`src/rtl/eth_tx_framer_if.sv`:
```
// ---------------------------------------------------------------------------
// eth_tx_framer_if
// Payload byte stream from the application into the Ethernet TX framer.
//   s_data  [7:0]  payload byte
//   s_valid        s_data valid; held high while IDLE it requests a frame
//   s_last         final payload byte of the frame (qualified by s_valid)
//   s_ready        byte accepted on a cycle with s_valid && s_ready
// Modports: master = application (byte source), slave = framer.
// ---------------------------------------------------------------------------
interface eth_tx_framer_if;
    logic [7:0] s_data;
    logic       s_valid;
    logic       s_last;
    logic       s_ready;

    modport master (output s_data, output s_valid, output s_last, input s_ready);
    modport slave  (input s_data, input s_valid, input s_last, output s_ready);
endinterface

```
`src/rtl/eth_tx_framer.sv`:
```
// ---------------------------------------------------------------------------
// eth_tx_framer
// Builds a complete Ethernet frame from an application byte stream and drives
// RMII TXEN/TXD one dibit per clk: preamble, SFD, DST_MAC, SRC_MAC, EtherType,
// payload, zero pad to MIN_PAYLOAD bytes, CRC-32 FCS, then an inter-frame gap.
// Every byte goes out LSB dibit first; multi-byte fields MSB byte first.
//
// Ports:
//   clk     RMII 50 MHz reference clock
//   rst     synchronous, active-high reset
//   src     payload stream (eth_tx_framer_if.slave: s_data/s_valid/s_last/s_ready)
//   txen    RMII transmit enable (registered)
//   txd     RMII transmit dibit (registered, 0 whenever txen is low)
//   busy    high in every state except IDLE
//   tx_err  one-cycle pulse on underrun or oversize abort, coincident with
//           txen dropping
//
// Build option: define ETH_TX_FCS_EN to generate and append the FCS. Without
// it the frame ends after the last payload/pad dibit (external FCS appender).
// ---------------------------------------------------------------------------
module eth_tx_framer #(
    parameter logic [47:0] DST_MAC     = 48'hFFFFFFFFFFFF,
    parameter logic [47:0] SRC_MAC     = 48'h69695A065491,
    parameter logic [15:0] ETHERTYPE   = 16'h88B5,
    parameter int          MIN_PAYLOAD = 46,
    parameter int          MAX_PAYLOAD = 1500,
    parameter int          IFG_DIBITS  = 48     // 2..65
) (
    input  logic           clk,
    input  logic           rst,
    eth_tx_framer_if.slave src,
    output logic           txen,
    output logic [1:0]     txd,
    output logic           busy,
    output logic           tx_err
);
    typedef enum logic [2:0] {IDLE, PREAMBLE, HEADER, PAYLOAD, PAD, FCS, IFG} state_t;

    localparam logic [111:0] HDR     = {DST_MAC, SRC_MAC, ETHERTYPE};
    localparam logic [10:0]  MIN_CNT = 11'(MIN_PAYLOAD);
    localparam logic [10:0]  MAX_CNT = 11'(MAX_PAYLOAD);
    // The single IDLE cycle before a new preamble is itself a gap cycle, so
    // the IFG state covers one dibit less to keep the txen-low gap exact.
    localparam logic [5:0]   IFG_LAST = 6'(IFG_DIBITS - 2);
`ifdef ETH_TX_FCS_EN
    localparam state_t DATA_NEXT = FCS;
`else
    localparam state_t DATA_NEXT = IFG;
`endif

    function automatic logic [1:0] byte_dibit(input logic [7:0] b, input logic [1:0] sel);
        case (sel)
            2'd0:    return b[1:0];
            2'd1:    return b[3:2];
            2'd2:    return b[5:4];
            default: return b[7:6];
        endcase
    endfunction

`ifdef ETH_TX_FCS_EN
    // Reflected CRC-32, two bits per call, txd[0] is the earlier bit on the wire.
    function automatic logic [31:0] crc_dibit(input logic [31:0] c, input logic [1:0] d);
        logic [31:0] r;
        r = c;
        for (int i = 0; i < 2; i++) begin
            r = (r[0] ^ d[i]) ? ((r >> 1) ^ 32'hEDB88320) : (r >> 1);
        end
        return r;
    endfunction

    logic [31:0] crc_q, crc_d;
`endif

    state_t      state_q, state_d;
    logic [5:0]  cnt_q, cnt_d;        // dibit index within the current state/byte
    logic [7:0]  byte_q, byte_d;      // payload byte being serialised
    logic        last_q, last_d;      // byte_q carried s_last
    logic [10:0] bcnt_q, bcnt_d;      // payload bytes accepted, then padded
    logic        txen_q, txen_d;
    logic [1:0]  txd_q, txd_d;
    logic        err_q, err_d;
    logic        ready;
    logic [6:0]  hdr_lsb;

    // Output registers hold the dibit on the wire for (state_q, cnt_q), so the
    // dibit is derived from the next-state values computed below.
    always_comb begin
        ready = ((state_q == HEADER) && (cnt_q == 6'd55)) ||
                ((state_q == PAYLOAD) && (cnt_q == 6'd3) && !last_q && (bcnt_q != MAX_CNT));

        state_d = state_q;
        cnt_d   = cnt_q;
        byte_d  = byte_q;
        last_d  = last_q;
        bcnt_d  = bcnt_q;
        err_d   = 1'b0;

        case (state_q)
            IDLE: begin
                bcnt_d = '0;
                last_d = 1'b0;
                if (src.s_valid) begin
                    state_d = PREAMBLE;
                    cnt_d   = '0;
                end
            end
            PREAMBLE: begin
                if (cnt_q == 6'd31) begin
                    state_d = HEADER;
                    cnt_d   = '0;
                end else begin
                    cnt_d = cnt_q + 6'd1;
                end
            end
            HEADER, PAYLOAD: begin
                if ((state_q == HEADER) ? (cnt_q != 6'd55) : (cnt_q != 6'd3)) begin
                    cnt_d = cnt_q + 6'd1;
                end else if (state_q == PAYLOAD && last_q) begin
                    cnt_d   = '0;
                    state_d = (bcnt_q < MIN_CNT) ? PAD : DATA_NEXT;
                end else if (ready && src.s_valid) begin
                    state_d = PAYLOAD;
                    cnt_d   = '0;
                    byte_d  = src.s_data;
                    last_d  = src.s_last;
                    bcnt_d  = bcnt_q + 11'd1;
                end else begin
                    // Underrun (ready without valid) or oversize (MAX bytes, no s_last).
                    state_d = IFG;
                    cnt_d   = '0;
                    err_d   = 1'b1;
                end
            end
            PAD: begin
                if (cnt_q != 6'd3) begin
                    cnt_d = cnt_q + 6'd1;
                end else begin
                    cnt_d  = '0;
                    bcnt_d = bcnt_q + 11'd1;
                    if (bcnt_q + 11'd1 == MIN_CNT) state_d = DATA_NEXT;
                end
            end
            FCS: begin
                if (cnt_q == 6'd15) begin
                    state_d = IFG;
                    cnt_d   = '0;
                end else begin
                    cnt_d = cnt_q + 6'd1;
                end
            end
            IFG: begin
                if (cnt_q == IFG_LAST) begin
                    state_d = IDLE;
                    cnt_d   = '0;
                end else begin
                    cnt_d = cnt_q + 6'd1;
                end
            end
            default: state_d = IDLE;
        endcase

        txen_d  = state_d inside {PREAMBLE, HEADER, PAYLOAD, PAD, FCS};
        hdr_lsb = {4'd13 - cnt_d[5:2], 3'b000};
        txd_d   = 2'b00;
        case (state_d)
            PREAMBLE: txd_d = (cnt_d == 6'd31) ? 2'b11 : 2'b01;
            HEADER:   txd_d = byte_dibit(HDR[hdr_lsb +: 8], cnt_d[1:0]);
            PAYLOAD:  txd_d = byte_dibit(byte_d, cnt_d[1:0]);
`ifdef ETH_TX_FCS_EN
            FCS:      txd_d = ~crc_q[{cnt_d[3:0], 1'b0} +: 2];
`endif
            default:  txd_d = 2'b00;
        endcase

`ifdef ETH_TX_FCS_EN
        // crc_q is frozen once the last pad/payload dibit is folded in.
        crc_d = crc_q;
        if (state_d == PREAMBLE) begin
            crc_d = '1;
        end else if (state_d inside {HEADER, PAYLOAD, PAD}) begin
            crc_d = crc_dibit(crc_q, txd_d);
        end
`endif
    end

    always_ff @(posedge clk) begin
        if (rst) begin
            state_q <= IDLE;
            cnt_q   <= '0;
            last_q  <= 1'b0;
            bcnt_q  <= '0;
            txen_q  <= 1'b0;
            txd_q   <= 2'b00;
            err_q   <= 1'b0;
        end else begin
            state_q <= state_d;
            cnt_q   <= cnt_d;
            last_q  <= last_d;
            bcnt_q  <= bcnt_d;
            txen_q  <= txen_d;
            txd_q   <= txd_d;
            err_q   <= err_d;
        end
    end

    always_ff @(posedge clk) begin
        byte_q <= byte_d;
`ifdef ETH_TX_FCS_EN
        crc_q  <= crc_d;
`endif
    end

    assign src.s_ready = ready;
    assign txen        = txen_q;
    assign txd         = txd_q;
    assign busy        = (state_q != IDLE);
    assign tx_err      = err_q;
endmodule

```
`src/flat_wrapper.sv`:
```
// flat-port wrapper written by rule: the top's interface ports become plain ports
module eth_tx_framer_flat 
#(
    parameter logic [47:0] DST_MAC     = 48'hFFFFFFFFFFFF,
    parameter logic [47:0] SRC_MAC     = 48'h69695A065491,
    parameter logic [15:0] ETHERTYPE   = 16'h88B5,
    parameter int          MIN_PAYLOAD = 46,
    parameter int          MAX_PAYLOAD = 1500,
    parameter int          IFG_DIBITS  = 48             
)
  (clk, rst, txen, txd, busy, tx_err, src_s_data, src_s_valid, src_s_last, src_s_ready);
  eth_tx_framer_if src_i ();
  input  logic clk;
  input  logic rst;
  output logic txen;
  output logic [1:0] txd;
  output logic busy;
  output logic tx_err;
  input wire logic [$bits(src_i.s_data)-1:0] src_s_data;
  input wire logic [$bits(src_i.s_valid)-1:0] src_s_valid;
  input wire logic [$bits(src_i.s_last)-1:0] src_s_last;
  output wire logic [$bits(src_i.s_ready)-1:0] src_s_ready;
  assign src_i.s_data = src_s_data;
  assign src_i.s_valid = src_s_valid;
  assign src_i.s_last = src_s_last;
  assign src_s_ready = src_i.s_ready;
  eth_tx_framer #(.DST_MAC(DST_MAC), .SRC_MAC(SRC_MAC), .ETHERTYPE(ETHERTYPE), .MIN_PAYLOAD(MIN_PAYLOAD), .MAX_PAYLOAD(MAX_PAYLOAD), .IFG_DIBITS(IFG_DIBITS)) u_core (.clk(clk), .rst(rst), .src(src_i), .txen(txen), .txd(txd), .busy(busy), .tx_err(tx_err));
endmodule
```
`config.mk`:
```
export PLATFORM = sky130hd
export DESIGN_NAME = eth_tx_framer_flat
export DESIGN_NICKNAME = d
export VERILOG_FILES = /design/src/rtl/eth_tx_framer_if.sv /design/src/rtl/eth_tx_framer.sv /design/src/flat_wrapper.sv
export SDC_FILE = /design/constraint.sdc
export NUM_CORES = 1
export LEC_CHECK = 0
export ABC_AREA = 1
export BUFFER_PORTS_ARGS = -buffer_cell sky130_fd_sc_hd__buf_4
export CORE_ASPECT_RATIO = 0.5
export CORE_MARGIN = 2
export CORE_UTILIZATION = 54
export DETAILED_ROUTE_END_ITERATION = 8
export GPL_TIMING_DRIVEN = 1
export PLACE_DENSITY = 0.88
export SETUP_SLACK_MARGIN = 0.02
export SYNTH_ARGS = -nofsm -noshare
export SYNTH_HDL_FRONTEND = slang
export SYNTH_SLANG_ARGS = --single-unit
```
`constraint.sdc`:
```
create_clock -name clk -period 2.7 [get_ports clk]
set_input_delay 0.81 -clock clk [delete_from_list [all_inputs] [get_ports clk]]
set_output_delay 0.81 -clock clk [all_outputs]
set_load 0.01 [all_outputs]
```
---- Yosys cells after proc, flatten, opt, wreduce, memory -nomap -nowiden ----
Cells that the tools add are included.
storage, ports and cells
  input bits .............................. 12
  bits in registers ....................... 33
cells by class
  $lt $le $gt $ge ......................... 1
  equality and inequality tests ........... 27
  muxes and demuxes ....................... 37
  bitwise logic cells ..................... 1
  shifts and indexed selects .............. 1
  reduce and logical (&&, ||, !) cells .... 18
  add/subtract/negate cells ............... 3
operator list
  cell                                                                           number
  112-bit by 8-bit indexed part select with 8-bit output, first input constant   1
  11-bit two-way mux                                                             4
  6-bit two-way mux                                                              6
  6-bit case mux with 6 select lines                                             1
  11-bit case mux with 3 select lines                                            1
  8-bit two-way mux                                                              4
  3-bit two-way mux                                                              9
  2-bit case mux with 3 select lines                                             3
  3-bit case mux with 6 select lines                                             1
  3-bit equality test, second input constant                                     5
  3-bit by 2-bit equality test with 1-bit output, second input constant          4
  6-bit by 5-bit equality test with 1-bit output, second input constant          2
  6-bit equality test, second input constant                                     2
  11-bit by 1-bit adder with 11-bit output, second input constant                1
  11-bit by 6-bit equality test with 1-bit output, second input constant         1
  11-bit by 6-bit less-than comparator with 1-bit output, second input constant  1
  11-bit inequality test, second input constant                                  1
  6-bit by 1-bit adder with 6-bit output, second input constant                  1
  3-bit by 1-bit equality test with 1-bit output, second input constant          2
  6-bit by 2-bit equality test with 1-bit output, second input constant          1
  6-bit by 4-bit equality test with 1-bit output, second input constant          1
  1-bit logical AND                                                              6
  2-bit inequality test, second input constant                                   3
  6-bit by 2-bit inequality test with 1-bit output, second input constant        1
  20 further kinds                                                               26

---- Depth between registers and ports, before layout ----
  depth after elaboration ................. 12
  depth in mapped cells ................... 21
  gate-level depth less buffers ........... 21

---- Least setup slack after synthesis ----
Ideal clock, no wire load.
  kind .................................... reg2reg
  from .................................... register u_core.cnt_q[1]
  to ...................................... register u_core.txd_q[1] (netlist: u_core.txd[1])
  data required time ...................... 2.568 ns
  path slack .............................. 0.178 ns
  path buffers ............................ 0
  period minus slack after synthesis ...... 2.522 ns
  data arrival time ....................... 2.390 ns
  library setup time ...................... 0.132 ns
  cell stages (with the launch flop) ...... 20
  cells stage by stage .................... dfxtp_1 -> ha_1 -> nand2_1 -> clkinv_1 -> nand3_2 -> o21ai_2 -> nand4_2 -> nand2_1 -> nand2_2 -> ha_1 -> inv_1 -> or2_2 -> nand2_1 -> nand3_1 -> nand2_1 -> nand2_1 -> nand2_1 -> nand2_1 -> nand2_1 -> a21oi_1
on the way
  elaborated cells on any way between the ends .. 47
  classes of those cells .................. 2 x add/sub; 13 x eq/ne; 1 x shift; 24 x mux; 7 x reduce/logical
RTL lines
  item                                                                            line                  RTL
  start, declared                                                                 eth_tx_framer.sv:75   logic [5:0] cnt_q, cnt_d;
  start signal, assigned                                                          eth_tx_framer.sv:197  cnt_q <= cnt_d;
  branches (longest 3 deep; another with 6-bit by 1-bit adder with 6-bit output)  --
  6-bit case mux with 6 select lines (*)                                          eth_tx_framer.sv:98   case (state_q)
  named net u_core.cnt_d[3]                                                       eth_tx_framer.sv:75
  4-bit subtractor                                                                eth_tx_framer.sv:163  hdr_lsb = {4'd13 - cnt_d[5:2], 3'b000};
  112-bit by 8-bit indexed part select with 8-bit output                          eth_tx_framer.sv:167  HEADER: txd_d = byte_dibit(HDR[hdr_lsb +: 8], cnt_d[1:0]);
  2-bit case mux with 3 select lines                                              eth_tx_framer.sv:52   case (sel)
  2-bit case mux with 3 select lines (*)                                          eth_tx_framer.sv:165  case (state_d)
  end signal, assigned                                                            eth_tx_framer.sv:201  txd_q <= txd_d;
  end, declared                                                                   eth_tx_framer.sv:80   logic [1:0] txd_q, txd_d;
Mark *: on every way through the listed nets, which the timed path passes.
A chain may end at the register's enable or synchronous reset.

---- Worst setup path after layout ----
  from .................................... register u_core.state_q[1]
  to ...................................... register u_core.txd_q[0] (netlist: u_core.txd[0])
on the way
  cells in the longest elaborated chain, start to end .. 12
  elaborated cells on any way between the ends .. 43
  classes of those cells .................. 1 x add/sub; 11 x eq/ne; 1 x shift; 20 x mux; 10 x reduce/logical
ends and longest elaborated chain
  item                                                       line                  RTL
  start, declared                                            eth_tx_framer.sv:74   state_t state_q, state_d;
  start signal, assigned                                     eth_tx_framer.sv:196  state_q <= state_d;
  branches (longest 11 deep; another with 4-bit subtractor)  --
  2-bit case mux with 3 select lines (*)                     eth_tx_framer.sv:165
Mark *: on every way between the ends.

==> flow_metrics.py <==
metrics = {
    "run_status": {
        "status": "finished, final reports clean",
    },
    "synthesis": {
        "synth_area_sq_um": 2414,
        "synthArstFlopShare_pct": 0,
        "synth_cell_types": 36,
        "yosysMostFrequentCell": "nand2_1",
        "synth_seq_area_share_pct": 27.37,
        "synth_top_area_cell": "dfxtp_1",
        "avgSynthCellArea_sq_um": 6.385,
        "ys_seq_elements": 33,
        "synth.cells.most_frequent": "nand2_1, nor2_1, inv_1",
        "synth_edf_count": 0,
        "synth_warnings": 0,
        "synth.net_count": 401,
        "yosys-top-cells-area": "dfxtp_1, nand2_1, nor2_1",
        "synthCells": 378,
        "synth.top_cell.area_share_pct": 27.37,
        "ys.flop_type": "dfxtp_1",
    },
    "setup_path": {
        "worstPathRequired_ns": 2.87,
        "ff2ff_setup_slack_ns": 0.06,
        "cp-end-kind": "flop",
        "crit-reg2reg-capture": "u_core.txd[0]",
        "r2r_start": "u_core.state_q[1]",
        "cp_max_fo": 6,
        "rr_worst_depth": 19,
        "crit_arrival_ns": 2.81,
        "cp-start-kind": "flop",
        "worstSetupPathType": "reg -> reg",
    },
    "detailed_routing": {
        "dr.pass1.iters": 6,
        "antenna_left": 0,
        "routed_wl_mm": 6.012,
        "wire_per_inst_um": 12.79,
        "drt_iter0_markers": 224,
        "drc_errors": 0,
        "detail_route.vias_per_cell": 5.294,
        "num_vias": 2488,
    },
    "pwr": {
        "ir_worst_vdd_v": 0.0002075,
        "powerDensity_nw_per_um2": 489.2,
        "p_leak_nw": 1.339,
    },
    "place": {
        "port_buffers": 17,
        "placed_area_sq_um": 2650,
        "dp_slack_ns": 0.005579,
        "gp_congestion": 0.9196,
        "place_hpwl_mm": 4.256,
    },
    "die": {
        "die_x_um": 98.55,
        "io_pins": 18,
        "die_area_sq_um": 5053,
        "coreArea_sq_um": 4339,
        "start_util_pct": 55.62,
        "die_height_um": 51.28,
        "row_count": 17,
    },
    "sta": {
        "period_needed_ns": 2.640,
        "min_period_over_period_pct": 97.80,
        "worst_pin_slew_ns": 0.3774,
        "slew_viol_final": 0,
        "fin_setup_tns_ns": 0,
        "max_slew_margin_pct": 74.75,
        "fin_worst_skew_ns": 0.008366,
        "setup_violations": 0,
        "fmax_mhz": 378.7,
        "whs_ns": 0.4526,
        "fin_ws_ns": 0.05952,
        "hold_viol": 0,
    },
    "hold_path": {
        "hold_path_end": "u_core.byte_q[2]",
        "hp-start": "u_core.byte_q[2]",
        "hp-class": "reg -> reg",
        "min_path_cells": 2,
    },
    "final_layout": {
        "fin_util_pct": 66.38,
        "diodes": 0,
        "n_fill_cell": 377,
        "drive_gt1_share_pct": 25.18,
        "fin_nets": 436,
        "seq_area_sq_um": 671.9,
        "areaGrowthSynthToFinish_pct": 19.34,
        "postLayoutCellArea_sq_um": 2880,
        "multi_input_area_sq_um": 1613,
    },
    "cts": {
        "cts_tree": "built",
        "clock_sinks": 33,
        "cts_made_buffers": 5,
        "clk_latency_ns": 0.29,
        "cts_root_buf": "clkbuf_8",
        "cts.htree.levels": 2,
        "cts-root-to-sink-buffers": 2,
        "cts.clk_slew.worst_paths_ns": 0.06,
    },
    "global_route": {
        "overflow": 0,
        "grt_use_total_pct": 23.11,
        "grt_pass1_vias": 2169,
        "grt_antenna_before_repair": 0,
        "grt_pass1_wl_mm": 9.349,
        "grt_start_max_net_pins": 25,
    },
    "job": {
        "drv_cap": 0,
    },
}
routing by layer:
layer,GRT usage (%),share of wire (%),vias up
met2,41.16,48,72
li1,-,-,1290
met3,4.651,5.6,11
met1,28.42,45,1115
met5,0,0,-
met4,7.763,1.2,0
cell usage in the layout, fill, tap and decap left out, types with 2 or more instances in the layout:
master	n
o21ai_0	9
nand3_2	5
inv_1	31
dfxtp_4	2
nand3_1	24
buf_4	35
nor3_1	13
clkbuf_8	6
xor2_1	8
xnor2_1	3
nor2_2	9
inv_2	14
a21oi_1	20
a211oi_2	8
dfxtp_1	28
ha_1	9
dfxtp_2	3
nor2_1	40
nand4_1	5
o211ai_1	2
nand2_1	109
nand2_2	11
ha_4	2
flip-flops by register name, indices dropped and copies added, names as in the netlist:
signal / flops
u_core.bcnt_q: 11
u_core.byte_q: 8
u_core.cnt_q: 6
u_core.last_q: 1
u_core.state_q: 3
u_core.tx_err: 1
u_core.txd: 2
u_core.txen: 1
cells by family (layout without fill, tap and decap cells):
kind of cell | count (synthesis) | count (layout) | synth area share [%]
compound gates | 46 | 46 | 12.75
xor+xnor | 11 | 11 | 3.992
fa+ha+maj | 11 | 11 | 5.702
buf+inv | 53 | 88 | 9.124
flops | 33 | 33 | 27.37
simple gates | 224 | 224 | 41.06
stage by stage:
step                instances  total power, W
CTS                       463        0.001385
global route              470        0.001493
detailed placement        456        0.001007
global placement          456       0.0009993
finish                    470        0.001409
floorplan                 378       0.0009006
final cells by class:
type	instances	area share [%]
multi-input cells	292	55.99
flip-flops and latches	33	23.33
repair buffers	35	9.123
inverters	46	6.082
clock buffers	7	2.997
well taps	57	2.476
report_power, final:
group | internal (W) | leakage [nW] | switching, W
clock network | 0.000202 | 0.0443 | 0.000181
registers | 0.000533 | 0.272 | 0.0000453
logic | 0.000170 | 1.02 | 0.000278
what timing repair did:
item                       4_1_cts  5_1_grt
cloned                           0        0
gates resized for setup          2       27
hold buffers                     0        0
buffers inserted                 0        7
setup endpoints to repair        1        3
pin swaps                        0       19
worst max-delay path, stage by stage, from the launching register on:
cell and delay, ns:
dfxtp_1 0.41, inv_2 0.08, nor2_4 0.18, nand2_1 0.12, nand3_2 0.12, nand3_4 0.10, buf_4 0.16, nand3_1 0.09
nand2_1 0.09, nand2_1 0.14, inv_1 0.12, ha_1 0.20, nand2_1 0.07, o21ai_0 0.10, a21oi_1 0.20, nand2_1 0.09
nand4_1 0.08, nand2_1 0.06, nand2_1 0.06, a21oi_1 0.05
worst max path at each step:
stage | from | endpoint | slack [ns] | cells after the start
6_report | u_core.state_q[1] | u_core.txd[0] | 0.06 | 19
5_1_grt | u_core.state_q[1] | u_core.txd[0] | -0.09 | 18
4_1_cts | u_core.cnt_q[1] | u_core.txd[1] | 0.02 | 19
3_5_place_dp | u_core.cnt_q[0] | u_core.txd[1] | 0.006 | 19
3_3_place_gp | src_s_valid | u_core.txd[1] | 0.06 | 17
2_1_floorplan | u_core.cnt_q[1] | u_core.txd[1] | 0.18 | 19
(Power assumes the default switching activity.)
